$ cat config.mk
export PLATFORM = sky130hd
export DESIGN_NAME = gcd_lcm_stage_flat
export DESIGN_NICKNAME = d
export VERILOG_FILES = /design/src/rtl/gcd_lcm_stage_if.sv /design/src/rtl/gcd_lcm_stage.sv /design/src/flat_wrapper.sv
export SDC_FILE = /design/constraint.sdc
export NUM_CORES = 1
export LEC_CHECK = 0
export BUFFER_PORTS_ARGS = -buffer_cell sky130_fd_sc_hd__buf_2
export CAP_MARGIN = 20
export CORE_UTILIZATION = 60
export CTS_CLUSTER_SIZE = 16
export DETAILED_ROUTE_END_ITERATION = 8
export GPL_ROUTABILITY_DRIVEN = 0
export PLACE_DENSITY = 0.8
export SETUP_SLACK_MARGIN = 0.2
export SYNTH_ARGS = -nofsm -noshare
export SYNTH_HDL_FRONTEND = slang
export SYNTH_SLANG_ARGS = --single-unit
$ cat constraint.sdc
create_clock -name CLK -period 8.9 [get_ports CLK]
set_input_delay 0.445 -clock CLK [delete_from_list [all_inputs] [get_ports CLK]]
set_output_delay 0.445 -clock CLK [all_outputs]
set_load 0.01 [all_outputs]
$ cat src/rtl/gcd_lcm_stage_if.sv
// Handshake and data bundle between the sequencer/GCD unit
// and the LCM stage.
interface gcd_lcm_stage_if #(
  parameter int WIDTH = 32
);
  logic             start_i;
  logic [WIDTH-1:0] x_i;
  logic [WIDTH-1:0] y_i;
  logic [WIDTH-1:0] gcd_i;
  logic             busy_o;
  logic             done_o;
  logic [WIDTH-1:0] lcm_o;
  logic             err_o;
  logic             ovf_o;

  modport master (
    output start_i, x_i, y_i, gcd_i,
    input  busy_o, done_o, lcm_o, err_o, ovf_o
  );

  modport slave (
    input  start_i, x_i, y_i, gcd_i,
    output busy_o, done_o, lcm_o, err_o, ovf_o
  );
endinterface

$ cat src/rtl/gcd_lcm_stage.sv
// LCM stage: lcm = (x / gcd) * y using a restoring divider
// followed by a shift-add multiplier sharing one FSMD.
module gcd_lcm_stage #(
  parameter int WIDTH = 32
) (
  input  logic          CLK,
  input  logic          reset,
  gcd_lcm_stage_if.slave bus
);

  localparam int CW = $clog2(WIDTH) + 1;
  localparam logic [CW-1:0] LAST = CW'(WIDTH - 1);

  localparam logic [1:0] IDLE = 2'd0;
  localparam logic [1:0] DIV  = 2'd1;
  localparam logic [1:0] MUL  = 2'd2;
  localparam logic [1:0] DONE = 2'd3;

  logic [1:0]         state;
  logic [CW-1:0]      cnt;
  logic [WIDTH-1:0]   q;
  logic [WIDTH:0]     rem;
  logic [WIDTH-1:0]   yr;
  logic [WIDTH-1:0]   gr;
  logic [2*WIDTH-1:0] prod;
  logic [WIDTH-1:0]   lcm_r;
  logic               err_r;
  logic               ovf_r;

  logic [WIDTH+1:0]   div_t;
  logic [WIDTH+1:0]   div_d;
  logic               div_ge;
  logic [WIDTH+1:0]   rem_nxt;
  logic [WIDTH-1:0]   q_nxt;
  logic [WIDTH:0]     mul_sum;
  logic [2*WIDTH-1:0] prod_nxt;

  // q doubles as the dividend shift register: dividend bits
  // leave at the top while quotient bits enter at the bottom.
  always_comb begin
    div_t   = {rem, q[WIDTH-1]};
    div_d   = div_t - {2'b00, gr};
    div_ge  = div_t >= {2'b00, gr};
    rem_nxt = div_ge ? div_d : div_t;
    q_nxt   = {q[WIDTH-2:0], div_ge};
  end

  // Right-shifting product: multiplier sits in the low half.
  always_comb begin
    mul_sum  = {1'b0, prod[2*WIDTH-1:WIDTH]}
             + {1'b0, (prod[0] ? yr : {WIDTH{1'b0}})};
    prod_nxt = {mul_sum, prod[WIDTH-1:1]};
  end

  always_ff @(posedge CLK or posedge reset) begin
    if (reset) begin
      state <= IDLE;
      cnt   <= '0;
      q     <= '0;
      rem   <= '0;
      yr    <= '0;
      gr    <= '0;
      prod  <= '0;
      lcm_r <= '0;
      err_r <= 1'b0;
      ovf_r <= 1'b0;
    end else begin
      unique case (state)
        IDLE: begin
          if (bus.start_i) begin
            q     <= bus.x_i;
            yr    <= bus.y_i;
            gr    <= bus.gcd_i;
            rem   <= '0;
            cnt   <= '0;
            err_r <= 1'b0;
            ovf_r <= 1'b0;
            if (bus.gcd_i == '0) begin
              lcm_r <= '0;
              err_r <= 1'b1;
              state <= DONE;
            end else begin
              state <= DIV;
            end
          end
        end
        DIV: begin
          q   <= q_nxt;
          rem <= rem_nxt[WIDTH:0];
          if (cnt == LAST) begin
            cnt <= '0;
            if (|rem_nxt) begin
              lcm_r <= '0;
              err_r <= 1'b1;
              state <= DONE;
            end else begin
              prod  <= {{WIDTH{1'b0}}, q_nxt};
              state <= MUL;
            end
          end else begin
            cnt <= cnt + 1'b1;
          end
        end
        MUL: begin
          prod <= prod_nxt;
          if (cnt == LAST) begin
            cnt   <= '0;
            lcm_r <= prod_nxt[WIDTH-1:0];
            ovf_r <= |prod_nxt[2*WIDTH-1:WIDTH];
            state <= DONE;
          end else begin
            cnt <= cnt + 1'b1;
          end
        end
        DONE: begin
          state <= IDLE;
        end
        default: begin
          state <= IDLE;
        end
      endcase
    end
  end

  assign bus.busy_o = (state != IDLE);
  assign bus.done_o = (state == DONE);
  assign bus.lcm_o  = lcm_r;
  assign bus.err_o  = err_r;
  assign bus.ovf_o  = ovf_r;

endmodule

$ cat src/flat_wrapper.sv
// flat-port wrapper written by rule: the top's interface ports become plain ports
module gcd_lcm_stage_flat 
#(
  parameter int WIDTH = 32
)
  (CLK, reset, bus_start_i, bus_x_i, bus_y_i, bus_gcd_i, bus_busy_o, bus_done_o, bus_lcm_o, bus_err_o, bus_ovf_o);
  gcd_lcm_stage_if #(.WIDTH(WIDTH)) bus_i ();
  input  logic CLK;
  input  logic reset;
  input wire logic [$bits(bus_i.start_i)-1:0] bus_start_i;
  input wire logic [$bits(bus_i.x_i)-1:0] bus_x_i;
  input wire logic [$bits(bus_i.y_i)-1:0] bus_y_i;
  input wire logic [$bits(bus_i.gcd_i)-1:0] bus_gcd_i;
  output wire logic [$bits(bus_i.busy_o)-1:0] bus_busy_o;
  output wire logic [$bits(bus_i.done_o)-1:0] bus_done_o;
  output wire logic [$bits(bus_i.lcm_o)-1:0] bus_lcm_o;
  output wire logic [$bits(bus_i.err_o)-1:0] bus_err_o;
  output wire logic [$bits(bus_i.ovf_o)-1:0] bus_ovf_o;
  assign bus_i.start_i = bus_start_i;
  assign bus_i.x_i = bus_x_i;
  assign bus_i.y_i = bus_y_i;
  assign bus_i.gcd_i = bus_gcd_i;
  assign bus_busy_o = bus_i.busy_o;
  assign bus_done_o = bus_i.done_o;
  assign bus_lcm_o = bus_i.lcm_o;
  assign bus_err_o = bus_i.err_o;
  assign bus_ovf_o = bus_i.ovf_o;
  gcd_lcm_stage #(.WIDTH(WIDTH)) u_core (.CLK(CLK), .reset(reset), .bus(bus_i));
endmodule
### Word-level counts from Yosys, hierarchy flattened

Index checks and enable logic that the tools add are counted.

* register bits: 235
* input port bits: 99
* output and inout bits: 36
* logic and storage cells: 75

* add/sub/neg operators: 3
* $lt $le $gt $ge: 1
* equal/unequal tests: 10
* mux-type cells: 32
* reduce and logical (&&, ||, !) cells: 19

Operators with widths (number)
* 32-bit 2-to-1 mux: 7
* 64-bit 2-to-1 mux: 2
* 64-bit case mux with 2 select lines: 1
* 32-bit case mux with 3 select lines: 1
* 33-bit case mux with 2 select lines: 1
* 32-bit case mux with 2 select lines: 1
* 34-bit by 32-bit >= comparator with 1-bit output: 1
* 34-bit 2-to-1 mux: 1
* 34-bit OR reduction: 1
* 34-bit by 32-bit subtractor with 34-bit output: 1
* 32-bit by 32-bit adder with 33-bit output: 1
* 33-bit 2-to-1 mux: 1
* 32-bit zero test: 1
* 32-bit OR reduction: 1
* 6-bit 2-to-1 mux: 2
* 6-bit case mux with 2 select lines: 1
* 2-bit nonzero test: 5
* 3-bit AND reduction: 3
* 2-bit 2-to-1 mux: 4
* 2-bit by 1-bit != test with 1-bit output (second input constant): 4
* 2-bit case mux with 4 select lines: 1
* 1-bit 2-to-1 mux: 7
* 6-bit by 1-bit adder with 6-bit output (second input constant): 1
* 6-bit by 5-bit == test with 1-bit output (second input constant): 1
* other kinds (10): 15

### Logic depth before layout (Yosys ltp)

Gate-level depths: netlist (run 1).

* depth after elaboration: 6
* depth in mapped cells: 17
* depth with buffers taken out: 15

### Least setup slack after synthesis (run 1)

Ideal clock, no wire load.

* path kind: reg2reg
* start: register u_core.q[31]
* end: register u_core.prod[0]
* setup time: 0.125 ns
* arrival: 3.976 ns
* required time: 8.775 ns
* slack: 4.799 ns
* stages on the path, launching flop included: 16
* buffers on the path: 1
* cells stage by stage: dfrtp_1 -> inv_1 -> ha_1 -> inv_1 -> fa_1 -> a211oi_2 -> o21ai_1 -> a2111oi_0 -> or2_1 -> xnor2_1 -> or4_1 -> o41a_1 -> nor4_4 -> o21bai_2 -> buf_4 -> mux2_4

* word-level cells in the longest chain between the ends: 5
* elaborated cells on any way between the ends: 9
* classes of those cells: 1 x add/sub; 1 x order compare; 1 x eq/ne; 4 x mux; 2 x reduce/logical

RTL lines
* start: declaration: line gcd_lcm_stage.sv:21 `logic [WIDTH-1:0] q;`
* start signal: assignment: line gcd_lcm_stage.sv:71 `q <= bus.x_i;`
* start signal: assignment: line gcd_lcm_stage.sv:88 `q <= q_nxt;`
* 34-bit by 32-bit subtractor with 34-bit output or 34-bit by 32-bit >= comparator with 1-bit output (tied branches): line gcd_lcm_stage.sv:42, gcd_lcm_stage.sv:43
* 34-bit 2-to-1 mux: line gcd_lcm_stage.sv:44 `rem_nxt = div_ge ? div_d : div_t;`
* 34-bit OR reduction: line gcd_lcm_stage.sv:92 `if (|rem_nxt) begin`
* 2-bit != test (no line)
* 3-bit AND reduction (no line)
* end signal: assignment: line gcd_lcm_stage.sv:97 `prod <= {{WIDTH{1'b0}}, q_nxt};`
* end signal: assignment: line gcd_lcm_stage.sv:105 `prod <= prod_nxt;`
* end: declaration: line gcd_lcm_stage.sv:25 `logic [2*WIDTH-1:0] prod;`

Parallel ways exist; a longest one is shown, timed or not. The select of a mux whose other input is x is not followed.
A chain may end at the register's enable or synchronous reset.

### Final worst setup path (run 1)

* start: register u_core.rem[2]
* end: register u_core.prod[32]

* word-level cells in the longest chain between the ends: 5
* elaborated cells on any way between the ends: 6
* classes of those cells: 1 x add/sub; 1 x order compare; 1 x eq/ne; 1 x mux; 2 x reduce/logical

RTL lines
* start: declaration: line gcd_lcm_stage.sv:22 `logic [WIDTH:0] rem;`
* start signal: assignment: line gcd_lcm_stage.sv:89 `rem <= rem_nxt[WIDTH:0];`
* 34-bit by 32-bit subtractor with 34-bit output or 34-bit by 32-bit >= comparator with 1-bit output (tied branches): line gcd_lcm_stage.sv:42, gcd_lcm_stage.sv:43
* 34-bit 2-to-1 mux *: line gcd_lcm_stage.sv:44
* 34-bit OR reduction *: line gcd_lcm_stage.sv:92
* 2-bit != test (no line) *
* 3-bit AND reduction (no line) *

Every way passes the cells marked *; elsewhere a longest branch is shown, timed or not.

==> summary.md, run 1 <==
| Metric | Value |
|---|---|
| Outcome | `finished, final reports clean` |
| Pleak | `7.917 nW` |
| Setup tns final | `0 ns` |
| CP most frequent cell | `sky130_fd_sc_hd__a21oi_1` |
| Ratio of total power to cell area | `463.9 mW/mm^2` |
| Max stage delay on crit path | `1.02 ns` |
| Root buffer cell | `sky130_fd_sc_hd__clkbuf_16` |
| Routed via count | `12.14k` |
| Most repeated cell in the gate-level netlist after synthesis | `sky130_fd_sc_hd__dfrtp_1` |
| Yosys reg bits | `235` |
| Post-synth EDFFs | `0` |
| Switching portion of total power | `45.74%` |
| Share of cells above drive strength 1 | `19.22%` |
| Distinct cell type count after synthesis | `79` |
| Final wirelength | `36520 um` |
| Overflow after GRT | `0` |
| Max-capacitance violation count | `0` |
| Top cell type by total area after synthesis | `sky130_fd_sc_hd__dfrtp_1` |
| Number of routed nets with antenna violations | `0` |
| Number of slew-limit violations in the final report | `0` |
| Routed length per instance | `18.59 um` |
| Total routing usage reported by global routing | `29.99%` |
| Crit path time final | `5.815 ns` |
| Delay-heaviest family, CP | `compound AO/OA/AOI/OAI gates` |
| Critical Path Sink Type | `flip-flop` |
| CTS max path bufs | `3` |
| Number of global-route vias before repair | `11.87k` |
| Hold Violations, Final | `0` |
| Class of the worst hold path | `in -> async` |
| Pin count of the biggest net entering global routing | `110` |
| Achievable Freq | `172.0 MHz` |
| Crit share post-route | `65.33%` |
| DIE WIDTH | `158.0 um` |
| Top cell types by occurrence after synthesis | `sky130_fd_sc_hd__dfrtp_1, sky130_fd_sc_hd__nand2_1, sky130_fd_sc_hd__o21ai_0, sky130_fd_sc_hd__inv_1, sky130_fd_sc_hd__a21oi_1` |
| Vertical die dimension | `158.0 um` |
| Skew final | `0.01393 ns` |
| Setup crit start kind | `flip-flop` |
| Sequential cell fraction of total power | `25.5%` |
| Synth Flop Type | `sky130_fd_sc_hd__dfrtp_1` |
| Number of fillers in the final layout | `1874` |
| Syn Nets | `1697` |
| DRT Pass-1 Iters | `5` |
| Arrival time at the worst endpoint | `6.31 ns` |
| Critical path buffer and inverter count | `0` |
| Clock power frac | `15.3%` |
| Detailed-route DRC error count | `0` |
| Die Area | `0.02496 sq mm` |
| Fin nets | `1796` |
| Chain of cells forming the critical path | `ha_1, a21o_1, a21oi_1, a21oi_1, or3_1, a2111oi_0, o2111ai_1, nor4b_1, a31oi_1, nor4_4, a41o_1, a221o_1` |
| Internal power contribution | `4.129 mW` |
| Clock transition at path regs | `0.06 ns` |
| Clock Latency Late Sink | `0.56 ns` |
| Starting density of the core | `61.64%` |
| Highest-delay cell along the critical path | `sky130_fd_sc_hd__a41o_1` |
| Number of DRC markers after the initial detailed-route iteration | `1098` |
| Async set-reset flop share out of synthesis | `100.0%` |
| Synthesis warning total | `0` |
| P&R area growth vs syn | `12.35%` |
| Count of pins on the block boundary | `135` |
| Post-DP HPWL | `25460 um` |
| Peak supply drop | `301.1 uV` |
| CTS sink count | `235` |
| Count of input and output buffers | `134` |
| Post CTS Setup Buffer Count | `0` |
| PnR Total Power | `7.609 mW` |
| H-tree depth | `1` |
| Synthesized area divided by synthesized cell count | `9.561 sq um` |
| Number of vias per cell after detailed routing | `6.180` |
| Type of the setup path with the least slack | `reg -> reg` |
| Post-CTS sizing | `0` |
| Total setup violations reported at the end of the flow | `0` |
| Slew @ Worst Pin | `1.108 ns` |
| Number of antenna violations at the first check in global routing | `1` |
| Data required time at the worst endpoint | `9.39 ns` |
| Number of buffers created by CTS | `27` |
| Row cnt | `56` |
| Power dissipated by switching net loads | `3.480 mW` |
| Area fraction of the dominant cell type after synthesis | `40.28%` |
| Mapped Cells | `1527` |
| First-pass GRT wire length | `59430 um` |
| Comb pwr share | `59.2%` |
| Crit Path Max Fanout | `28` |
| Normalized max-slew margin | `24.24%` |
| Hold_buf cts | `0` |
| Clock tree from TritonCTS | `done` |
| RSZ-0062 raised after global routing | `false` |
| Synth area leaders | `sky130_fd_sc_hd__dfrtp_1, sky130_fd_sc_hd__ha_1, sky130_fd_sc_hd__mux2i_1` |
| Post-synthesis sequential area ratio | `40.28%` |
| Total standard cell area after synthesis | `0.01460 sq mm` |
| Placeable core region | `0.02368 sq mm` |
==> through the flow <==
step	setup slack (ns)	hold WS (ns)	instances	utilization, %	area [sq um]
2_1_floorplan	2.009	0.4706	1527	-	14600
3_3_place_gp	3.179	0.4811	1915	65.23	15450
3_5_place_dp	2.951	0.4862	1915	65.23	15450
4_1_cts	2.907	0.07154	1962	69.20	16390
5_1_grt	2.860	0.1017	1964	69.26	16400
6_report	3.085	0.03707	1964	69.26	16400
==> layout make-up <==
cell class	count	area (sq um)	area share (%)
tap	319	399.1	2.433
inverter	119	454.2	2.769
antenna	1	2.502	0.01526
clock buffer	40	814.5	4.966
timing repair buffer	144	749.5	4.569
multi-input combinational	1099	7976	48.63
clock inverter	7	125.1	0.7628
sequential	235	5881	35.85
==> power by group through the flow <==
stage	clock network (mW)	registers [mW]	logic, mW
floorplan	0	1.84	3.44
global placement	0	1.92	4.25
detailed placement	0	1.94	4.36
CTS	1.18	1.94	4.42
global route	1.21	2.00	4.93
finish	1.16	1.94	4.50
==> final timing paths <==
| check | from | end | slack (ns) | depth (start not counted) |
|---|---|---|---|---|
| setup / recovery | u_core.rem[2] | u_core.prod[32] | 3.09 | 12 |
| hold / removal | reset | u_core.gr[21] | 0.04 | 2 |
| setup reg to reg | u_core.rem[2] | u_core.prod[32] | 3.09 | 12 |
| hold reg to reg | u_core.yr[15] | u_core.yr[15] | 0.50 | 1 |
| max in group asynchronous | reset | u_core.yr[12] | 6.80 | 4 |
| min in group CLK | bus_y_i[15] | u_core.yr[15] | 0.12 | 2 |
==> state kept, by name, indices dropped and copies added (netlist names) <==
name and count:
u_core.bus.err_o 1, u_core.bus.lcm_o 32, u_core.bus.ovf_o 1, u_core.cnt 6, u_core.gr 32, u_core.prod 64
u_core.q 32, u_core.rem 33, u_core.state 2, u_core.yr 32
==> cells in the final DEF, fill, tap and decap left out, types with 30 or more instances in the layout <==
cell type / count
sky130_fd_sc_hd__ha_1: 67
sky130_fd_sc_hd__buf_2: 134
sky130_fd_sc_hd__nor2_1: 67
sky130_fd_sc_hd__dfrtp_1: 235
sky130_fd_sc_hd__mux2_4: 35
sky130_fd_sc_hd__nand2_1: 169
sky130_fd_sc_hd__inv_1: 117
sky130_fd_sc_hd__o21ai_0: 133
sky130_fd_sc_hd__mux2i_1: 78
sky130_fd_sc_hd__a21oi_1: 82
sky130_fd_sc_hd__xnor2_1: 30
sky130_fd_sc_hd__mux2_2: 66
sky130_fd_sc_hd__and2_1: 38
==> logic make-up (layout without fill, tap and decap cells) <==
logic type	Yosys count	count (layout)	synth area share, %
other cells	0	1	0
compound gates	399	399	18.16
flops	235	235	40.28
xor+xnor	47	47	2.820
simple gates	403	403	13.17
mux	179	179	14.04
fa+ha+maj	71	71	6.188
buf+inv	193	310	5.339
==> per-layer routing <==
metal / global-route usage, % / wire length (um) / vias to the layer above
met4: 11.86 / 1369 / 0
li1: - / - / 5663
met5: 0 / 0 / -
met3: 4.325 / 2594 / 124
met2: 48.79 / 17030 / 531
met1: 40.43 / 15520 / 5820
No activity file was read; power rests on OpenSTA's default activity.
==> run 2: changes to the inputs <==
Settings changed: ABC_AREA from default to 1.
Clock period 8.9 ns to 5.36 ns, I/O delays scaled along.
==> run 2 against run 1 <==
The run now ends with negative hold slack left; critical path depth up 10; synthesized cell count increased by 48%; combinational power up 74%; flip-flop and latch count unchanged; maximum frequency increased by 30%; synthesized area is 7.1% higher; non-clock buffer count is 82 higher; sequential power increased by 59%; worst hold slack worse by 0.089 ns; register-to-register slack worse by 2.2 ns; die area increased by 7.0%; utilization rose by 2.1 points; critical path type unchanged; largest power group unchanged.
==> summary.md, run 2 <==
| Metric | Value |
|---|---|
| P&R area growth vs syn | `15.96%` |
| Startpoint of the worst-slack reg-to-reg timing path | `u_core.q[31]` |
| Starting density of the core | `61.56% (-0.083 points)` |
| Setup crit start kind | `flip-flop` |
| Synthesized area divided by synthesized cell count | `6.900 sq um (-28%)` |
| Total setup violations reported at the end of the flow | `0 (unchanged)` |
| Yosys reg bits | `235 (unchanged)` |
| Count of pins on the block boundary | `135 (unchanged)` |
| R2R Path End | `u_core.prod[59]` |
| Crit Path Max Fanout | `64 (+130%)` |
| Data required time at the worst endpoint | `5.76 ns (-3.63 ns)` |
| Achievable Freq | `223.0 MHz (+30%)` |
| Routed via count | `15.43k (+27%)` |
| CP most frequent cell | `sky130_fd_sc_hd__nand2_1` |
| Post-DP HPWL | `29420 um (+16%)` |
| Fin nets | `2607 (+45%)` |
| Top cell types by occurrence after synthesis | `sky130_fd_sc_hd__nand2_1, sky130_fd_sc_hd__inv_1, sky130_fd_sc_hd__dfrtp_1, sky130_fd_sc_hd__o21ai_0, sky130_fd_sc_hd__nor2_1` |
| Share of cells above drive strength 1 | `9.853% (-9.4 points)` |
| Routed length per instance | `15.30 um (-18%)` |
| Hold Violations, Final | `28 (+28)` |
| H-tree depth | `1 (unchanged)` |
| Number of antenna violations at the first check in global routing | `1 (unchanged)` |
| Arrival time at the worst endpoint | `4.89 ns (-1.42 ns)` |
| Chain of cells forming the critical path | `inv_1, ha_1, inv_1, fa_1, nand3_1, nand3_2, nand2_1, nand2_1, nand2_2, nand2_4, inv_2, nand2_1, nand2_1, nand2_1, nor2_1, nand2_1, nor2_1, nand3_2, nand2_4, nand2_4, nand2_1, nand2_1` |
| Distinct cell type count after synthesis | `40 (-49%)` |
| DIE WIDTH | `163.4 um (+3.4%)` |
| Filler-free cell count of the finished design | `2787 (+42%)` |
| Largest registers in the final layout | `u_core.prod (64), u_core.rem (33)` |
| Clock Latency Late Sink | `0.53 ns (-0.03 ns)` |
| Number of global-route vias before repair | `14.97k (+26%)` |
| Outcome | `complete, but fails checks` |
| Area used by multi-input combinational logic | `0.008104 sq mm (+1.6%)` |
| Class of the worst hold path | `in -> async` |
| PnR Total Power | `12.81 mW (+68%)` |
| Highest-delay cell along the critical path | `sky130_fd_sc_hd__nand2_4` |
| Clock tree from TritonCTS | `done` |
| Most frequent cells in the layout | `sky130_fd_sc_hd__nand2_1, sky130_fd_sc_hd__inv_1, sky130_fd_sc_hd__dfrtp_1, sky130_fd_sc_hd__o21ai_0, sky130_fd_sc_hd__nor2_1` |
| Overflow after GRT | `0 (unchanged)` |
| Register area | `0.005881 sq mm (unchanged)` |
| Total standard cell area after synthesis | `0.01564 sq mm (+7.1%)` |
| Die Area | `0.02671 sq mm (+7.0%)` |
| Type of the setup path with the least slack | `reg -> reg` |
| Total routing usage reported by global routing | `32.49% (+2.5 points)` |
| Top reg by flops | `u_core.prod` |
| Peak supply drop | `401.1 uV (+33%)` |
| Async set-reset flop share out of synthesis | `100.0% (unchanged)` |
| Synthesis warning total | `0 (unchanged)` |
| Setup slack of the worst register-to-register path | `0.87 ns (-2.21 ns)` |
| Critical Path Sink Type | `flip-flop` |
| Syn Nets | `2436 (+44%)` |
| DRT Pass-1 Iters | `8 (+3)` |
| Hold slack final | `-0.05222 ns (-0.08930 ns)` |
| Area fraction of the dominant cell type after synthesis | `37.61% (-2.7 points)` |
| RSZ-0062 raised after global routing | `false` |
| Crit share post-route | `83.68% (+18 points)` |
| CTS sink count | `235 (unchanged)` |
| Final wirelength | `42630 um (+17%)` |
| Root buffer cell | `sky130_fd_sc_hd__clkbuf_16` |
| Synth Flop Type | `sky130_fd_sc_hd__dfrtp_1` |
| Post-synthesis sequential area ratio | `37.61% (-2.7 points)` |
| Max-capacitance violation count | `0 (unchanged)` |
| Pin count of the biggest net entering global routing | `164 (+49%)` |
| Placeable core region | `0.02540 sq mm (+7.2%)` |
| Ratio of total power to cell area | `706.4 mW/mm^2 (+52%)` |
| Most repeated cell in the gate-level netlist after synthesis | `sky130_fd_sc_hd__nand2_1` |
| Clock transition at path regs | `0.07 ns (about the same)` |
| CTS max path bufs | `3 (unchanged)` |
| Detailed-route DRC error count | `0 (unchanged)` |
| Synth area leaders | `sky130_fd_sc_hd__dfrtp_1, sky130_fd_sc_hd__nand2_1, sky130_fd_sc_hd__inv_1` |
| Number of slew-limit violations in the final report | `0 (unchanged)` |
| Vertical die dimension | `163.4 um (+3.4%)` |
| Post-CTS sizing | `0 (unchanged)` |
| Number of buffers created by CTS | `26 (-3.7%)` |
| First-pass GRT wire length | `70320 um (+18%)` |
| Violated checks | `negative hold slack` |
| Row cnt | `58 (+3.6%)` |
| Number of DRC markers after the initial detailed-route iteration | `1616 (+47%)` |
| Pleak | `10.06 nW (+27%)` |
| Number of vias per cell after detailed routing | `5.535 (-10%)` |
| Setup tns final | `0 ns (unchanged)` |
| Mapped Cells | `2266 (+48%)` |
| Post-synth EDFFs | `0 (unchanged)` |
| Placed Area | `0.01638 sq mm (+6.0%)` |
| Number of routed nets with antenna violations | `0 (unchanged)` |
| Slew @ Worst Pin | `0.9839 ns (-0.1239 ns)` |
| Crit path time final | `4.485 ns (-1.329 ns)` |
| Flip-flop count of the largest register, all copies and words added | `64 (unchanged)` |
| Cell count after placement | `2658 (+39%)` |
| Normalized max-slew margin | `34.41% (+10 points)` |
| Worst reg2reg path depth | `22 (+10)` |
| Top cell type by total area after synthesis | `sky130_fd_sc_hd__dfrtp_1` |
| Max stage delay on crit path | `0.50 ns (-0.52 ns)` |
| Leading cell type in the layout, fill and taps excluded | `sky130_fd_sc_hd__nand2_1` |
| Count of input and output buffers | `134 (unchanged)` |
| Skew final | `0.01208 ns (-0.001856 ns)` |
| Number of fillers in the final layout | `2069 (+10%)` |
| Final Instance Area | `0.01813 sq mm (+11%)` |
-- run 2: worst max-delay path by stage --
stage | cells past startpoint | slack, ns | start | end
3_5_place_dp | 22 | 1.04 | u_core.q[31] | u_core.prod[31]
3_3_place_gp | 19 | 1.12 | u_core.rem[30] | u_core.prod[12]
2_1_floorplan | 1 | 2.01 | reset | u_core.bus.err_o
6_report | 22 | 0.87 | u_core.q[31] | u_core.prod[59]
4_1_cts | 22 | 0.94 | u_core.q[31] | u_core.prod[59]
5_1_grt | 22 | 0.48 | u_core.q[31] | u_core.prod[9]
-- run 2: critical path: cells and delay by family (launching register included) --
kind,cells,cell delay (ns)
fa+ha+maj,2,0.59
simple gates,17,2.89
flops,1,0.38
buf+inv,3,0.45
-- run 2: cell type report --
class / instances / share of cell area (%)
repair buffers: 226 / 8.902
diodes: 1 / 0.01380
multi-input cells: 1626 / 44.70
well taps: 330 / 2.277
flip-flops and latches: 235 / 32.43
clock buffers: 38 / 4.285
clock inverters: 9 / 0.7039
inverters: 322 / 6.687
-- run 2: report_power, final --
part	switching, mW	internal [mW]
Sequential	0.473	2.61
Combinational	5.34	2.50
Clock	0.736	1.15
Total	6.55	6.26
-- run 2: timing repair --
action | 4_1_cts | 5_1_grt
setup endpoints to repair | 0 | 0
hold buffers | 78 | 0
setup buffers | 0 | 0
endpoints found under the hold margin | 78 | 0
-- run 2: stage by stage --
| step | hold slack [ns] | setup slack [ns] | utilization [%] |
|---|---|---|---|
| detailed placement | 0.4530 | 1.041 | 64.47 |
| CTS | 0.0001542 | 0.9387 | 71.11 |
| global placement | 0.4511 | 1.122 | 64.47 |
| finish | -0.05222 | 0.8748 | 71.38 |
| global route | 0.006437 | 0.4809 | 71.38 |
| floorplan | 0.3776 | 2.014 | - |
-- run 2: cell families (layout without fill, tap and decap cells) --
kind of cell / count (synthesis) / after routing / synth area share, %
AOI/OAI and AO/OA: 293 / 293 / 10.33
xor gates and xnor gates: 44 / 44 / 2.465
adders and majority gates: 71 / 71 / 5.777
buffers and inverters: 405 / 595 / 10.70
DFF: 235 / 235 / 37.61
other: 0 / 1 / 0
and+or+nand+nor: 1218 / 1218 / 33.12
-- run 2: per-layer routing --
layer	global-route usage, %	wire, um	share of wire (%)	vias to the layer above
met5	0	0	0	-
met4	14.19	1708	4.0	0
met3	3.428	3115	7.3	139
met2	55.18	20230	47	690
met1	41.90	17580	41	7102
li1	-	-	-	7495
